==> src/rtl/fns_pkg.sv <==
// Shared helpers and default sizes for the Fibonacci-numeral-system (FNS) CAC decoder.
package fns_pkg;

  localparam int DEF_CW = 7;
  localparam int DEF_DW = 5;

  function automatic int clog2(input int v);
    int r;
    r = 0;
    while ((1 << r) < v) r++;
    return r;
  endfunction

  // Fibonacci term i (w0 = w1 = 1), wrapped to 'width' bits at every step.
  function automatic longint unsigned fib(input int i, input int width);
    longint unsigned a, b, t, mask;
    mask = (width >= 64) ? '1 : ((64'd1 << width) - 64'd1);
    a = 64'd1;
    b = 64'd1;
    for (int k = 2; k <= i; k++) begin
      t = (a + b) & mask;
      a = b;
      b = t;
    end
    return b & mask;
  endfunction

endpackage

==> src/rtl/fns_wt_regfile.sv <==
// CW x WW weight table: Fibonacci values on reset, one write port, all weights read in parallel.
module fns_wt_regfile
  import fns_pkg::*;
#(
  parameter int CW = DEF_CW,
  parameter int WW = DEF_DW,
  parameter int AW = clog2(CW)
) (
  input  logic                   clk,
  input  logic                   rst,
  input  logic                   we,
  input  logic [AW-1:0]          addr,
  input  logic [WW-1:0]          wdata,
  output logic [CW-1:0][WW-1:0]  wt
);

  logic [CW-1:0][WW-1:0] wt_d, wt_q;

  // Addresses past the last weight are silently dropped.
  always_comb begin
    wt_d = wt_q;
    if (we && (32'(addr) < CW)) wt_d[addr] = wdata;
  end

  always_ff @(posedge clk) begin
    if (rst) begin
      for (int i = 0; i < CW; i++) wt_q[i] <= WW'(fib(i, WW));
    end else begin
      wt_q <= wt_d;
    end
  end

  assign wt = wt_q;

endmodule

==> src/rtl/fns_dec_pipe.sv <==
// Two-stage FNS CAC decoder with valid/ready handshake and a reloadable weight table.
// Define FNS_DEC_OVF_CHK_EN to register out_ovf (full sum >= 2^DW); otherwise out_ovf is 0.
module fns_dec_pipe
  import fns_pkg::*;
#(
  parameter int CW = DEF_CW,
  parameter int DW = DEF_DW,
  parameter int WW = DW
) (
  input  logic                  clk,
  input  logic                  rst,
  input  logic                  in_valid,
  output logic                  in_ready,
  input  logic [CW-1:0]         in_code,
  input  logic [CW-1:0]         in_en,
  output logic                  out_valid,
  input  logic                  out_ready,
  output logic [DW-1:0]         out_data,
  output logic                  out_ovf,
  input  logic                  wt_we,
  input  logic [clog2(CW)-1:0]  wt_addr,
  input  logic [WW-1:0]         wt_data
);

  localparam int AW = clog2(CW);
`ifdef FNS_DEC_OVF_CHK_EN
  localparam int SW = DW + clog2(CW);
`else
  // Only the low DW bits are ever observed, so the sum need not be wider.
  localparam int SW = DW;
`endif

  logic [CW-1:0][WW-1:0] wt;

  fns_wt_regfile #(.CW(CW), .WW(WW), .AW(AW)) u_wt (
    .clk   (clk),
    .rst   (rst),
    .we    (wt_we),
    .addr  (wt_addr),
    .wdata (wt_data),
    .wt    (wt)
  );

  logic                  adv_p2, in_xfer;
  logic                  vld_p1_d, vld_p1_q, vld_p2_d, vld_p2_q;
  logic [CW-1:0][WW-1:0] term_p1_d, term_p1_q;
  logic [SW-1:0]         sum_p1;
  logic [DW-1:0]         data_p2_d, data_p2_q;

  always_comb begin
    adv_p2   = !vld_p2_q || out_ready;
    in_ready = !vld_p1_q || adv_p2;
    in_xfer  = in_valid && in_ready;

    // Stage 1: gate each weight by codeword bit and enable mask
    vld_p1_d  = vld_p1_q;
    term_p1_d = term_p1_q;
    if (in_ready) begin
      vld_p1_d = in_xfer;
      if (in_xfer) begin
        for (int i = 0; i < CW; i++)
          term_p1_d[i] = (in_code[i] && in_en[i]) ? wt[i] : '0;
      end
    end

    sum_p1 = '0;
    for (int i = 0; i < CW; i++) sum_p1 = sum_p1 + SW'(term_p1_q[i]);

    // Stage 2: registered sum, truncated to DW bits
    vld_p2_d  = vld_p2_q;
    data_p2_d = data_p2_q;
    if (adv_p2) begin
      vld_p2_d = vld_p1_q;
      if (vld_p1_q) data_p2_d = sum_p1[DW-1:0];
    end
  end

  always_ff @(posedge clk) begin
    term_p1_q <= term_p1_d;
    if (rst) begin
      vld_p1_q  <= 1'b0;
      vld_p2_q  <= 1'b0;
      data_p2_q <= '0;
    end else begin
      vld_p1_q  <= vld_p1_d;
      vld_p2_q  <= vld_p2_d;
      data_p2_q <= data_p2_d;
    end
  end

`ifdef FNS_DEC_OVF_CHK_EN
  logic ovf_p2_d, ovf_p2_q;

  always_comb begin
    ovf_p2_d = ovf_p2_q;
    if (adv_p2 && vld_p1_q) ovf_p2_d = |sum_p1[SW-1:DW];
  end

  always_ff @(posedge clk) begin
    if (rst) ovf_p2_q <= 1'b0;
    else     ovf_p2_q <= ovf_p2_d;
  end

  assign out_ovf = ovf_p2_q;
`else
  assign out_ovf = 1'b0;
`endif

  assign out_valid = vld_p2_q;
  assign out_data  = data_p2_q;

endmodule

==> config.mk <==
export PLATFORM = sky130hd
export DESIGN_NAME = fns_dec_pipe
export DESIGN_NICKNAME = d
export VERILOG_FILES = /design/src/rtl/fns_pkg.sv /design/src/rtl/fns_wt_regfile.sv /design/src/rtl/fns_dec_pipe.sv
export SDC_FILE = /design/constraint.sdc
export NUM_CORES = 1
export LEC_CHECK = 0
export CAP_MARGIN = 20
export CORE_ASPECT_RATIO = 1.2
export CORE_MARGIN = 5
export CORE_UTILIZATION = 48
export DETAILED_ROUTE_END_ITERATION = 16
export PLACE_DENSITY = 0.69
export SYNTH_ARGS = -nofsm -noshare
export SYNTH_HDL_FRONTEND = slang
export SYNTH_SLANG_ARGS = --single-unit
==> constraint.sdc <==
create_clock -name clk -period 4.85 [get_ports clk]
set_input_delay 0.485 -clock clk [delete_from_list [all_inputs] [get_ports clk]]
set_output_delay 0.485 -clock clk [all_outputs]
set_load 0.005 [all_outputs]
* Word-level counts from Yosys, hierarchy flattened *
Index checks and enable logic that the tools add are counted.

word-level totals
  register bits after elaboration = 77
  output and inout bits = 8

operators by class
  reduce and logical (&&, ||, !) cells = 16
  muxes and demuxes = 3
  $lt $le $gt $ge = 3
  add/sub/neg operators = 6

operators by type and width
  kind                                                               count
  bitwise mux 35 bit                                                 1
  adder 5 bit                                                        6
  demux 5 bit (select 3 bit)                                         1
  logical AND 1 bit                                                  10
  two-way mux 5 bit                                                  1
  less-than comparator 3 x 4 -> 1 bit, second input constant         1
  AND reduction 2 bit                                                2
  greater-or-equal comparator 3 x 1 -> 1 bit, second input constant  1
  less-than comparator 3 bit, second input constant                  1
  logical NOT 1 bit                                                  2
  logical OR 1 bit                                                   2

* Depth between registers and ports, before layout *
Gate-level depths: netlist of run 1.

  word-level depth = 6
  mapped depth = 14
  depth with buffers taken out = 14

* Modules after synthesis *
Synthesis of run 1 repeated with hierarchy kept, for this count alone.

second synthesis, totals
  cell total of the unflattened synthesis = 303
  area total of the unflattened synthesis = 3617.2 um^2

modules (own cells, without submodules)
  module          times used  area each (um^2)  sequential area each (um^2)  cells each
  fns_dec_pipe    1           2199.6            1191.1                       169
  fns_wt_regfile  1           1417.6            700.7                        134

* Least setup slack after synthesis of run 1 *
OpenSTA, ideal clock, no wires.

  path kind = register to register
  start = register term_p1_q[2] (netlist name)
  end = register data_p2_q[4] (netlist: out_data[4])
  arrival time = 3452 ps
  setup time = 86 ps
  stages on the path, launching flop included = 13
  required time = 4764 ps
  setup slack = 1313 ps
  cell sequence = edfxtp_1 inv_1 fa_1 inv_1 fa_1 fa_1 fa_1 ha_1 a21o_1 a21oi_1 xnor2_1 xnor2_1 a211oi_1

between the ends
  cells in the longest elaborated chain, start to end = 6

ends and longest elaborated chain
  element                   RTL line            text
  start, declared           fns_dec_pipe.sv:46  logic [CW-1:0][WW-1:0] term_p1_d, term_p1_q;
  start signal, assigned    fns_dec_pipe.sv:79  term_p1_q <= term_p1_d;
  adder 5 bit (6 in a row)  fns_dec_pipe.sv:67  for (int i = 0; i < CW; i++) sum_p1 = sum_p1 + SW'(term_p1_q[i]);
  end signal, assigned      fns_dec_pipe.sv:87  data_p2_q <= data_p2_d;
  end, declared             fns_dec_pipe.sv:48  logic [DW-1:0] data_p2_d, data_p2_q;

No other way between the ends.
A chain may end at the register's enable or synchronous reset.

* Worst setup path after layout of run 1 *
Ends and elaborated chain as after synthesis.

==> impl_metrics.env, run 1 <==
export IMPL_status="complete, no violations"
export IMPL_slew_headroom_pct=59.3
export IMPL_cp_max_fo=2
export IMPL_hold_ws_ns=0.458
export IMPL_slew_viol_final=0
export IMPL_reg2reg_depth=12
export IMPL_routed_wl_um=6270
export IMPL_place_area_um2=3950
export IMPL_r2r_start="term_p1_q[2]"
export IMPL_rsz0062_at_grt="no"
export IMPL_setup_violations=0
export IMPL_endpoint_kind="flip-flop"
export IMPL_path_clk_slew_ns=0.07
export IMPL_critPathCapture="out_data[4]"
export IMPL_post_synth_num_cell_types=26
export IMPL_antenna_cells=0
export IMPL_clk_path_buf_depth=2
export IMPL_overflow=0
export IMPL_reg2reg_slack_ns=1.19
export IMPL_layout_min_cycle_time_ns=3.66
export IMPL_grt_max_degree=43
export IMPL_post_cts_resized=0
export IMPL_fin_area_um2=4170
export IMPL_start_util_pct=48.9
export IMPL_r2r_end="out_data[4]"
export IMPL_hold_viol=0
export IMPL_drt_vias_per_instance=5.05
export IMPL_fmax_mhz=273
export IMPL_clock_sinks=77
export IMPL_ios=35
export IMPL_leakage_nw=1.75
export IMPL_fp_dieH_um=104
export IMPL_ant_nets=0
export IMPL_antenna_found_initial=0
export IMPL_crit_required_ns=5.10
export IMPL_ys_seq_area_share_pct=53.5
export IMPL_fp_row_count=34
export IMPL_crit_path_start_kind="flip-flop"
export IMPL_synth_area_per_cell_um2=11.9
export IMPL_grt_pass1_vias=2121
export IMPL_vias=2168
export IMPL_tightest_slew_ns=0.609
export IMPL_first_iter_violations=133
export IMPL_power_density_nw_per_um2=377
export IMPL_grt_usage_pct=14.7
export IMPL_ctsHoldBuffers=0
export IMPL_cts_tree="yes"
export IMPL_grt_pass1_wl_um=10200
export IMPL_worstPathArrival_ns=3.91
export IMPL_path_class="flip-flop to flip-flop"
export IMPL_post_cts_buffers=0
export IMPL_hp_class="flip-flop to flip-flop"
export IMPL_synthArstFlopShare_pct=0
export IMPL_cts_buffers=9
export IMPL_synth_seq_cells=77
export IMPL_dp_hpwl_um=4630
export IMPL_die_area_um2=9180
export IMPL_cap_violations=0
export IMPL_finalClockSkew_ns=0.00891
export IMPL_min_period_over_period_pct=75.4
export IMPL_die_x_um=88.3
export IMPL_yosysWarnings=0
export IMPL_numPortBuffers=33
export IMPL_wl_per_cell_um=14.6
export IMPL_drt_pass1_iterations=4
export IMPL_critPathLaunch="term_p1_q[2]"
export IMPL_area_growth_synth_to_final_pct=18.0
export IMPL_core_um2=7230
export IMPL_globalplace_congestion=0.766
export IMPL_clock_latency_ns=0.33
export IMPL_finalSetupTns_ns=0
export IMPL_layout_nets=384
export IMPL_ir_drop_uv=240
export IMPL_synth_edf_count=35
export IMPL_root_buffer="clkbuf_8"
export IMPL_drive_gt1_share_pct=6.49
export IMPL_ys_flop_type="dfxtp_1"
export IMPL_synth_fp_nets=347
export IMPL_synth_cells=297
export IMPL_htree_levels=3
export IMPL_drc_errors=0
export IMPL_synth_area_um2=3530
-- metrics by stage --
step / util [%] / power (mW) / std cells / setup slack [ns]
finish: 57.6 / 1.57 / 429 / 1.19
global route: 57.6 / 1.67 / 429 / 0.993
CTS: 57.6 / 1.60 / 429 / 1.17
detailed placement: 54.6 / 1.07 / 413 / 1.18
global placement: 54.6 / 1.06 / 413 / 1.26
floorplan: - / 0.967 / 297 / 1.31
-- how the worst min path moves through the flow --
stage	from	endpoint	slack (ns)	cells after the start
after CTS	u_wt.wt[16]	u_wt.wt[16]	0.46	1
after global placement	u_wt.wt[15]	u_wt.wt[15]	0.44	1
after detailed placement	u_wt.wt[16]	u_wt.wt[16]	0.44	1
final	u_wt.wt[16]	u_wt.wt[16]	0.46	1
after global routing	u_wt.wt[16]	u_wt.wt[16]	0.48	1
after floorplan	u_wt.wt[15]	u_wt.wt[15]	0.43	1
-- power breakdown --
group / leakage, nW / total, mW / switching (mW) / internal [mW]
Sequential: 0.700 / 0.724 / 0.0139 / 0.710
Clock: 0.111 / 0.523 / 0.219 / 0.304
Combinational: 0.942 / 0.326 / 0.162 / 0.164
Total: 1.75 / 1.57 / 0.394 / 1.18
-- synth_stat cells (all sizes together), types with 3 or more instances --
| cell type | n | share of area (%) |
|---|---|---|
| dfxtp | 42 | 24 |
| nor2 | 40 | 4.7 |
| inv | 36 | 3.8 |
| and3 | 35 | 6.2 |
| edfxtp | 35 | 30 |
| mux2i | 24 | 6.8 |
| fa | 17 | 9.6 |
| xnor2 | 13 | 3.2 |
| a211o | 11 | 2.7 |
| nor2b | 10 | 1.8 |
| clkbuf | 6 | 0.64 |
| ha | 6 | 2.1 |
| a21oi | 5 | 0.71 |
| buf | 3 | 0.50 |
-- worst max-delay path: stages, from the launching register on --
cell and delay (ns):
edfxtp_1 0.32, inv_1 0.05, fa_1 0.52, inv_1 0.06
fa_1 0.51, fa_1 0.57, fa_1 0.44, ha_1 0.30
a21o_1 0.17, a21oi_1 0.17, xnor2_1 0.15, xnor2_1 0.08
a211oi_1 0.23
-- flip-flops by register name (all words and copies together), names as in the netlist --
name       count
out_data       5
out_valid      1
term_p1_q     35
u_wt.wt       35
vld_p1_q       1
-- layout by cell type (no fill, tap or decap), drive strengths merged --
cell / netlist / layout
nor3: 2 / 2
clkbuf: 6 / 12
nor2b: 10 / 10
nor3b: 1 / 1
ha: 6 / 6
bufinv: 0 / 2
a211o: 11 / 11
edfxtp: 35 / 35
clkdlybuf4s50: 0 / 33
buf: 3 / 2
clkinv: 0 / 1
nand4b: 2 / 2
inv: 36 / 37
nor2: 40 / 40
and3: 35 / 35
dfxtp: 42 / 42
nand2: 2 / 2
and2: 1 / 1
xnor2: 13 / 13
mux2i: 24 / 24
a21oi: 5 / 5
a211oi: 2 / 2
a21o: 1 / 1
conb: 1 / 1
nand2b: 2 / 2
fa: 17 / 17
-- layer usage --
metal	global-route usage, %	vias up	share of wire (%)
li1	-	1069	-
met1	18.9	1051	43
met2	23.5	43	52
met3	2.93	5	4.2
met4	6.48	0	1.4
met5	0	-	0
-- area by class of cell --
class / instances / area [um2]
Clock buffer: 12 / 145
Clock inverter: 4 / 71.3
Fill cell: 630 / 3060
Inverter: 36 / 135
Multi-Input combinational cell: 175 / 1470
Sequential cell: 77 / 1890
Tap cell: 90 / 113
Timing Repair Buffer: 35 / 345
-- logic make-up after synthesis --
logic type / after synthesis / synth area share (%)
xor+xnor: 13 / 3.22
buf+inv: 45 / 4.96
flops: 77 / 53.5
compound gates: 19 / 4.07
fa+ha+maj: 23 / 11.8
other cells: 1 / 0.106
mux: 24 / 6.80
simple gates: 95 / 15.5
Power figures use the tool's default switching activity.
==> inputs of run 2 (changes only) <==
PLACE_DENSITY = 0.72   (was 0.69)
clock period = 3.2 ns   (was 4.85 ns; I/O delays follow)
==> run 2 against run 1 <==
  * Worst hold slack gained 0.0096 ns
  * Register-to-register slack got worse by 1.5 ns
  * Combinational power is 94% higher
  * Non-clock buffer count increased by 1
  * Clock power grew 19%
  * Final area is 0.39% higher
  * Setup slack got worse by 1.5 ns
  * The flow now finishes with violations (negative setup slack)
  * Power increased by 50%
  * Sequential share of layout area fell by 0.18 points
  * Clock skew shrank 0.0028 ns
==> impl_metrics.env, run 2 (synthesis results as in run 1) <==
export IMPL_crit_required_ns=3.46
export IMPL_routed_wl_um=6400
export IMPL_area_growth_synth_to_final_pct=18.4
export IMPL_htree_levels=3
export IMPL_fp_row_count=34
export IMPL_core_um2=7230
export IMPL_leakage_nw=1.74
export IMPL_rsz0062_at_grt="yes"
export IMPL_dp_hpwl_um=4730
export IMPL_final_cell_mix="dfxtp_1 (42), nor2_1 (38), and3_1 (35), edfxtp_1 (35), clkdlybuf4s50_1 (33)"
export IMPL_crit_path_start_kind="flip-flop"
export IMPL_fillers=634
export IMPL_antenna_found_initial=0
export IMPL_finalClockSkew_ns=0.00614
export IMPL_drc_errors=0
export IMPL_violations="negative setup slack"
export IMPL_numPortBuffers=33
export IMPL_r2r_end="out_data[4]"
export IMPL_drt_pass1_iterations=4
export IMPL_tightest_slew_ns=0.645
export IMPL_endpoint_kind="flip-flop"
export IMPL_slew_headroom_pct=56.9
export IMPL_vias=2170
export IMPL_clk_path_buf_depth=2
export IMPL_cap_violations=0
export IMPL_overflow=0
export IMPL_reg2reg_slack_ns=-0.30
export IMPL_wl_per_cell_um=14.9
export IMPL_ctsHoldBuffers=0
export IMPL_clock_sinks=77
export IMPL_root_buffer="clkbuf_8"
export IMPL_antenna_cells=0
export IMPL_die_area_um2=9180
export IMPL_setup_violations=3
export IMPL_start_util_pct=48.9
export IMPL_fp_dieH_um=104
export IMPL_ios=35
export IMPL_die_x_um=88.3
export IMPL_layout_nets=385
export IMPL_hp_class="flip-flop to flip-flop"
export IMPL_status="finished, violations left"
export IMPL_whs_path_depth=1
export IMPL_power_density_nw_per_um2=563
export IMPL_cts_buffers=9
export IMPL_path_clk_slew_ns=0.08
export IMPL_cp_max_fo=2
export IMPL_final_common_cell="dfxtp_1"
export IMPL_first_iter_violations=102
export IMPL_grt_pass1_vias=2151
export IMPL_drive_gt1_share_pct=10.9
export IMPL_fin_area_um2=4180
export IMPL_layout_min_cycle_time_ns=3.50
export IMPL_grt_usage_pct=15.5
export IMPL_place_area_um2=3980
export IMPL_clock_latency_ns=0.35
export IMPL_fmax_mhz=286
export IMPL_cts_tree="yes"
export IMPL_ant_nets=0
export IMPL_critPathLaunch="term_p1_q[13]"
export IMPL_ir_drop_uv=407
export IMPL_reg2reg_depth=13
export IMPL_drt_vias_per_instance=5.05
export IMPL_finalSetupTns_ns=-0.575
export IMPL_hold_viol=0
export IMPL_pre_cts_ws_ns=-0.266
export IMPL_globalplace_congestion=0.785
export IMPL_slew_viol_final=0
export IMPL_layout_setup_ws_ns=-0.295
export IMPL_path_class="flip-flop to flip-flop"
export IMPL_min_period_over_period_pct=109
export IMPL_r2r_start="term_p1_q[13]"
export IMPL_grt_max_degree=43
export IMPL_grt_pass1_wl_um=10600
export IMPL_worstPathArrival_ns=3.76
export IMPL_critPathCapture="out_data[4]"
[run 2: cell count changes in the layout (fill, tap and decap cells not counted), moves of 2 or more]
cell	delta
fa_1	-2
inv_2	+5
ha_1	-3
ha_4	+3
inv_4	+3
fa_2	+2
bufinv_16	-2
inv_1	-5
[run 2: layout make-up]
class / instances / area, um2 / share of cell area, %
sequential: 77 / 1890 / 45.2
inverter: 36 / 135 / 3.23
clock inverter: 6 / 35.0 / 0.837
timing repair buffer: 36 / 357 / 8.52
multi-input combinational: 175 / 1530 / 36.5
clock buffer: 10 / 128 / 3.05
tap: 90 / 113 / 2.69
[run 2: per-layer routing]
metal | share of wire, % | vias to the layer above | wire length [um] | global-route usage (%)
li1 | - | 1072 | - | -
met1 | 43 | 1046 | 2750 | 19.7
met2 | 51 | 45 | 3290 | 24.5
met3 | 3.7 | 7 | 235 | 3.33
met4 | 1.9 | 0 | 120 | 7.78
met5 | 0 | - | 0 | 0
[run 2: worst min-delay path by stage]
stage | start | endpoint | slack [ns]
2_1_floorplan | u_wt.wt[15] | u_wt.wt[15] | 0.43
3_3_place_gp | u_wt.wt[15] | u_wt.wt[15] | 0.44
3_5_place_dp | u_wt.wt[16] | u_wt.wt[16] | 0.45
4_1_cts | u_wt.wt[16] | u_wt.wt[16] | 0.47
5_1_grt | u_wt.wt[15] | u_wt.wt[15] | 0.50
6_report | u_wt.wt[16] | u_wt.wt[16] | 0.47
[run 2: stage by stage]
| step | power, mW | instances | hold WS (ns) | util [%] |
|---|---|---|---|---|
| 2_1_floorplan | 1.50 | 297 | 0.427 | - |
| 3_3_place_gp | 1.66 | 414 | 0.435 | 55.1 |
| 3_5_place_dp | 1.69 | 414 | 0.450 | 55.1 |
| 4_1_cts | 2.36 | 430 | 0.469 | 57.7 |
| 5_1_grt | 2.52 | 430 | 0.499 | 57.9 |
| 6_report | 2.35 | 430 | 0.467 | 57.9 |
[run 2: what timing repair did]
item	4_1_cts	5_1_grt
pin swaps	3	6
buffers inserted	0	0
endpoints found under the setup margin	3	3
gates resized for setup	3	7
[run 2: where the power goes]
part / internal (mW) / switching, mW / total [mW]
combinational: 0.342 / 0.290 / 0.632
sequential: 1.08 / 0.0218 / 1.10
clock: 0.280 / 0.344 / 0.624
total: 1.70 / 0.655 / 2.35
[run 2: critical path, stage by stage (launching register included)]
cell and delay (ns):
edfxtp_1 0.35, inv_2 0.04, fa_1 0.54, inv_2 0.04, fa_1 0.50, inv_1 0.05
fa_1 0.51, inv_2 0.04, fa_1 0.56, ha_4 0.23, a21oi_2 0.14, xnor2_1 0.14
xnor2_1 0.09, a211oi_1 0.19
==> inputs of run 3 (changes only) <==
ABC_AREA = 1   (was not set)
==> run 3 against run 2 <==
  * The run still ends with negative setup slack left
  * Core utilization rose by 0.97 points
  * Critical path type unchanged
  * Die area rose by 1.5%
  * Critical endpoint unchanged
  * Final area rose by 2.3%
  * Worst hold slack got worse by 0.013 ns
  * Setup slack got worse by 0.043 ns
  * Power rose by 2.3%
  * Clock power rose by 13%
  * Via count rose by 15%
  * Clock skew fell by 0.00071 ns
  * Combinational power fell by 3.6%
  * Maximum frequency fell by 1.2%
==> impl_metrics.env, run 3 <==
export IMPL_drt_pass1_iterations=4
export IMPL_crit_path_frequent_cell="nand2_1"
export IMPL_ant_nets=0
export IMPL_cts_buffers=9
export IMPL_synth_cells=394
export IMPL_worstPathArrival_ns=3.81
export IMPL_yosysWarnings=0
export IMPL_drc_errors=0
export IMPL_ir_drop_uv=312
export IMPL_cts_tree="yes"
export IMPL_clock_latency_ns=0.34
export IMPL_finalNonFillerCells=532
export IMPL_globalplace_congestion=0.750
export IMPL_cp_max_fo=3
export IMPL_drive_gt1_share_pct=10.2
export IMPL_clock_sinks=77
export IMPL_finalClockSkew_ns=0.00543
export IMPL_layout_setup_ws_ns=-0.339
export IMPL_rsz0062_at_grt="yes"
export IMPL_overflow=0
export IMPL_min_period_over_period_pct=111
export IMPL_layout_nets=487
export IMPL_hold_ws_ns=0.454
export IMPL_status="finished, violations left"
export IMPL_setup_violations=3
export IMPL_synth_seq_cells=77
export IMPL_finalPower_mw=2.41
export IMPL_area_growth_synth_to_final_pct=19.2
export IMPL_reg2reg_slack_ns=-0.34
export IMPL_fmax_mhz=283
export IMPL_dp_hpwl_um=4870
export IMPL_r2r_end="out_data[4]"
export IMPL_place_area_um2=4050
export IMPL_synth_common_cells="inv_1 (96), nand2_1 (51), nor2_1 (48), dfxtp_1 (42), edfxtp_1 (35)"
export IMPL_r2r_start="term_p1_q[13]"
export IMPL_root_buffer="clkbuf_8"
export IMPL_swShare_pct=28.3
export IMPL_ys_top_cells_by_area="edfxtp_1 (29%), dfxtp_1 (23%), inv_1 (10%), fa_1 (9.5%), nand2_1 (5.3%)"
export IMPL_fp_row_count=34
export IMPL_cp_slowest_cell="fa_1"
export IMPL_die_x_um=89.0
export IMPL_grt_usage_pct=15.3
export IMPL_violations="negative setup slack"
export IMPL_hp_start="u_wt.wt[19]"
export IMPL_leakage_nw=1.85
export IMPL_fp_dieH_um=105
export IMPL_ios=35
export IMPL_fin_area_um2=4280
export IMPL_endpoint_kind="flip-flop"
export IMPL_synthArstFlopShare_pct=0
export IMPL_post_synth_num_cell_types=21
export IMPL_core_um2=7270
export IMPL_synth_area_um2=3590
export IMPL_slew_viol_final=0
export IMPL_reg2reg_depth=19
export IMPL_die_area_um2=9320
export IMPL_synth_fp_nets=444
export IMPL_synth_top_area_share_pct=29.3
export IMPL_crit_path_start_kind="flip-flop"
export IMPL_p_sw_uw=681
export IMPL_wl_per_cell_um=12.4
export IMPL_synth_edf_count=35
export IMPL_hp_class="flip-flop to flip-flop"
export IMPL_clk_path_buf_depth=2
export IMPL_final_common_cell="inv_1"
export IMPL_routed_wl_um=6620
export IMPL_fillers=608
export IMPL_grt_max_degree=41
export IMPL_combPwrFrac_pct=25.3
export IMPL_crit_path_cell_trace="inv_1 > fa_1 > inv_1 > fa_1 > inv_2 > fa_1 > inv_1 > fa_1 > ha_4 > nand3_2 > inv_2 > nor2_2 > nand2_1 > nand2_1 > nand2_1 > nand2_1 > nand2_1 > nand2_1 > a21oi_1"
export IMPL_p_clk_share_pct=29.2
export IMPL_antenna_cells=0
export IMPL_grt_pass1_wl_um=10900
export IMPL_grt_pass1_vias=2408
export IMPL_first_iter_violations=153
export IMPL_p_seq_share_pct=45.5
export IMPL_hold_viol=0
export IMPL_ys_flop_type="dfxtp_1"
export IMPL_antenna_found_initial=0
export IMPL_synthMostInstantiatedCell="inv_1"
export IMPL_whs_path_depth=2
export IMPL_numPortBuffers=33
export IMPL_htree_levels=3
export IMPL_start_util_pct=49.4
export IMPL_p_int_mw=1.73
export IMPL_synth_largest_area_cell="edfxtp_1"
export IMPL_min_to="u_wt.wt[19]"
export IMPL_ys_seq_area_share_pct=52.7
export IMPL_power_density_nw_per_um2=563
export IMPL_dp_cells=514
export IMPL_path_clk_slew_ns=0.08
export IMPL_synth_area_per_cell_um2=9.11
export IMPL_crit_required_ns=3.47
export IMPL_cpPeakStageDelay_ns=0.53
export IMPL_cap_violations=0
export IMPL_path_class="flip-flop to flip-flop"
export IMPL_drt_vias_per_instance=4.68
export IMPL_final_cell_mix="inv_1 (89), nand2_1 (49), nor2_1 (47), dfxtp_1 (42), edfxtp_1 (35)"
export IMPL_vias=2490
export IMPL_layout_min_cycle_time_ns=3.54
[run 3: metrics by stage]
step	setup TNS, ns	util (%)	setup WS (ns)
floorplan	-0.181	-	-0.181
global placement	-0.369	55.6	-0.229
finish	-0.537	58.8	-0.339
CTS	-0.607	58.4	-0.357
global route	-0.919	58.8	-0.517
detailed placement	-0.610	55.6	-0.390
[run 3: cell families after synthesis]
kind of cell	synth area share (%)
buffers and inverters	11.3
adder cells (fa/ha/maj)	11.6
XOR/XNOR	0.732
other	0.104
AND/OR/NAND/NOR	13.2
AO/OA/AOI/OAI	10.4
flip-flops	52.7
[run 3: area by class of cell]
type	instances	area, um2	share of cell area, %
sequential	77	1890	44.2
multi-input combinational	210	1330	31.0
inverter	102	383	8.95
timing repair buffer	37	380	8.89
clock buffer	12	135	3.16
tap	90	113	2.63
clock inverter	4	48.8	1.14
[run 3: layer usage]
metal  track usage (%)  wire length (um)  up-vias  part of all wire, %
li1                  -                 -     1298                    -
met1              19.2              2820     1136                   43
met2              25.8              3470       47                   52
met3              2.60               220        9                  3.3
met4              6.06               109        0                  1.6
met5                 0                 0        -                    0
[run 3: critical path: cells and delay by family, from the launching register on]
kind | cells | cell delay, ns
and+or+nand+nor | 8 | 0.44
AOI/OAI and AO/OA | 1 | 0.14
buffers and inverters | 5 | 0.24
DFF | 1 | 0.32
adders and majority gates | 5 | 2.32
[run 3: how the worst max path moves through the flow]
stage,slack (ns),cells after the start,start,endpoint
floorplan,-0.18,19,term_p1_q[13],out_data[4]
global placement,-0.23,19,term_p1_q[13],out_data[4]
detailed placement,-0.39,16,term_p1_q[1],out_data[4]
CTS,-0.36,19,term_p1_q[13],out_data[4]
global route,-0.52,19,term_p1_q[13],out_data[4]
finish,-0.34,19,term_p1_q[13],out_data[4]
[run 3: power groups by stage]
stage,clock network [mW],logic (mW),registers (mW)
final,0.704,0.609,1.10
after global routing,0.760,0.692,1.10
after CTS,0.721,0.604,1.10
after detailed placement,0,0.571,1.12
after global placement,0,0.546,1.12
after floorplan,0,0.394,1.11
[run 3: repair_timing]
item,4_1_cts,5_1_grt
pin swaps,8,3
resized for setup,7,5
setup buffers,1,0
hold buffers,0,0
setup endpoints to repair,3,3
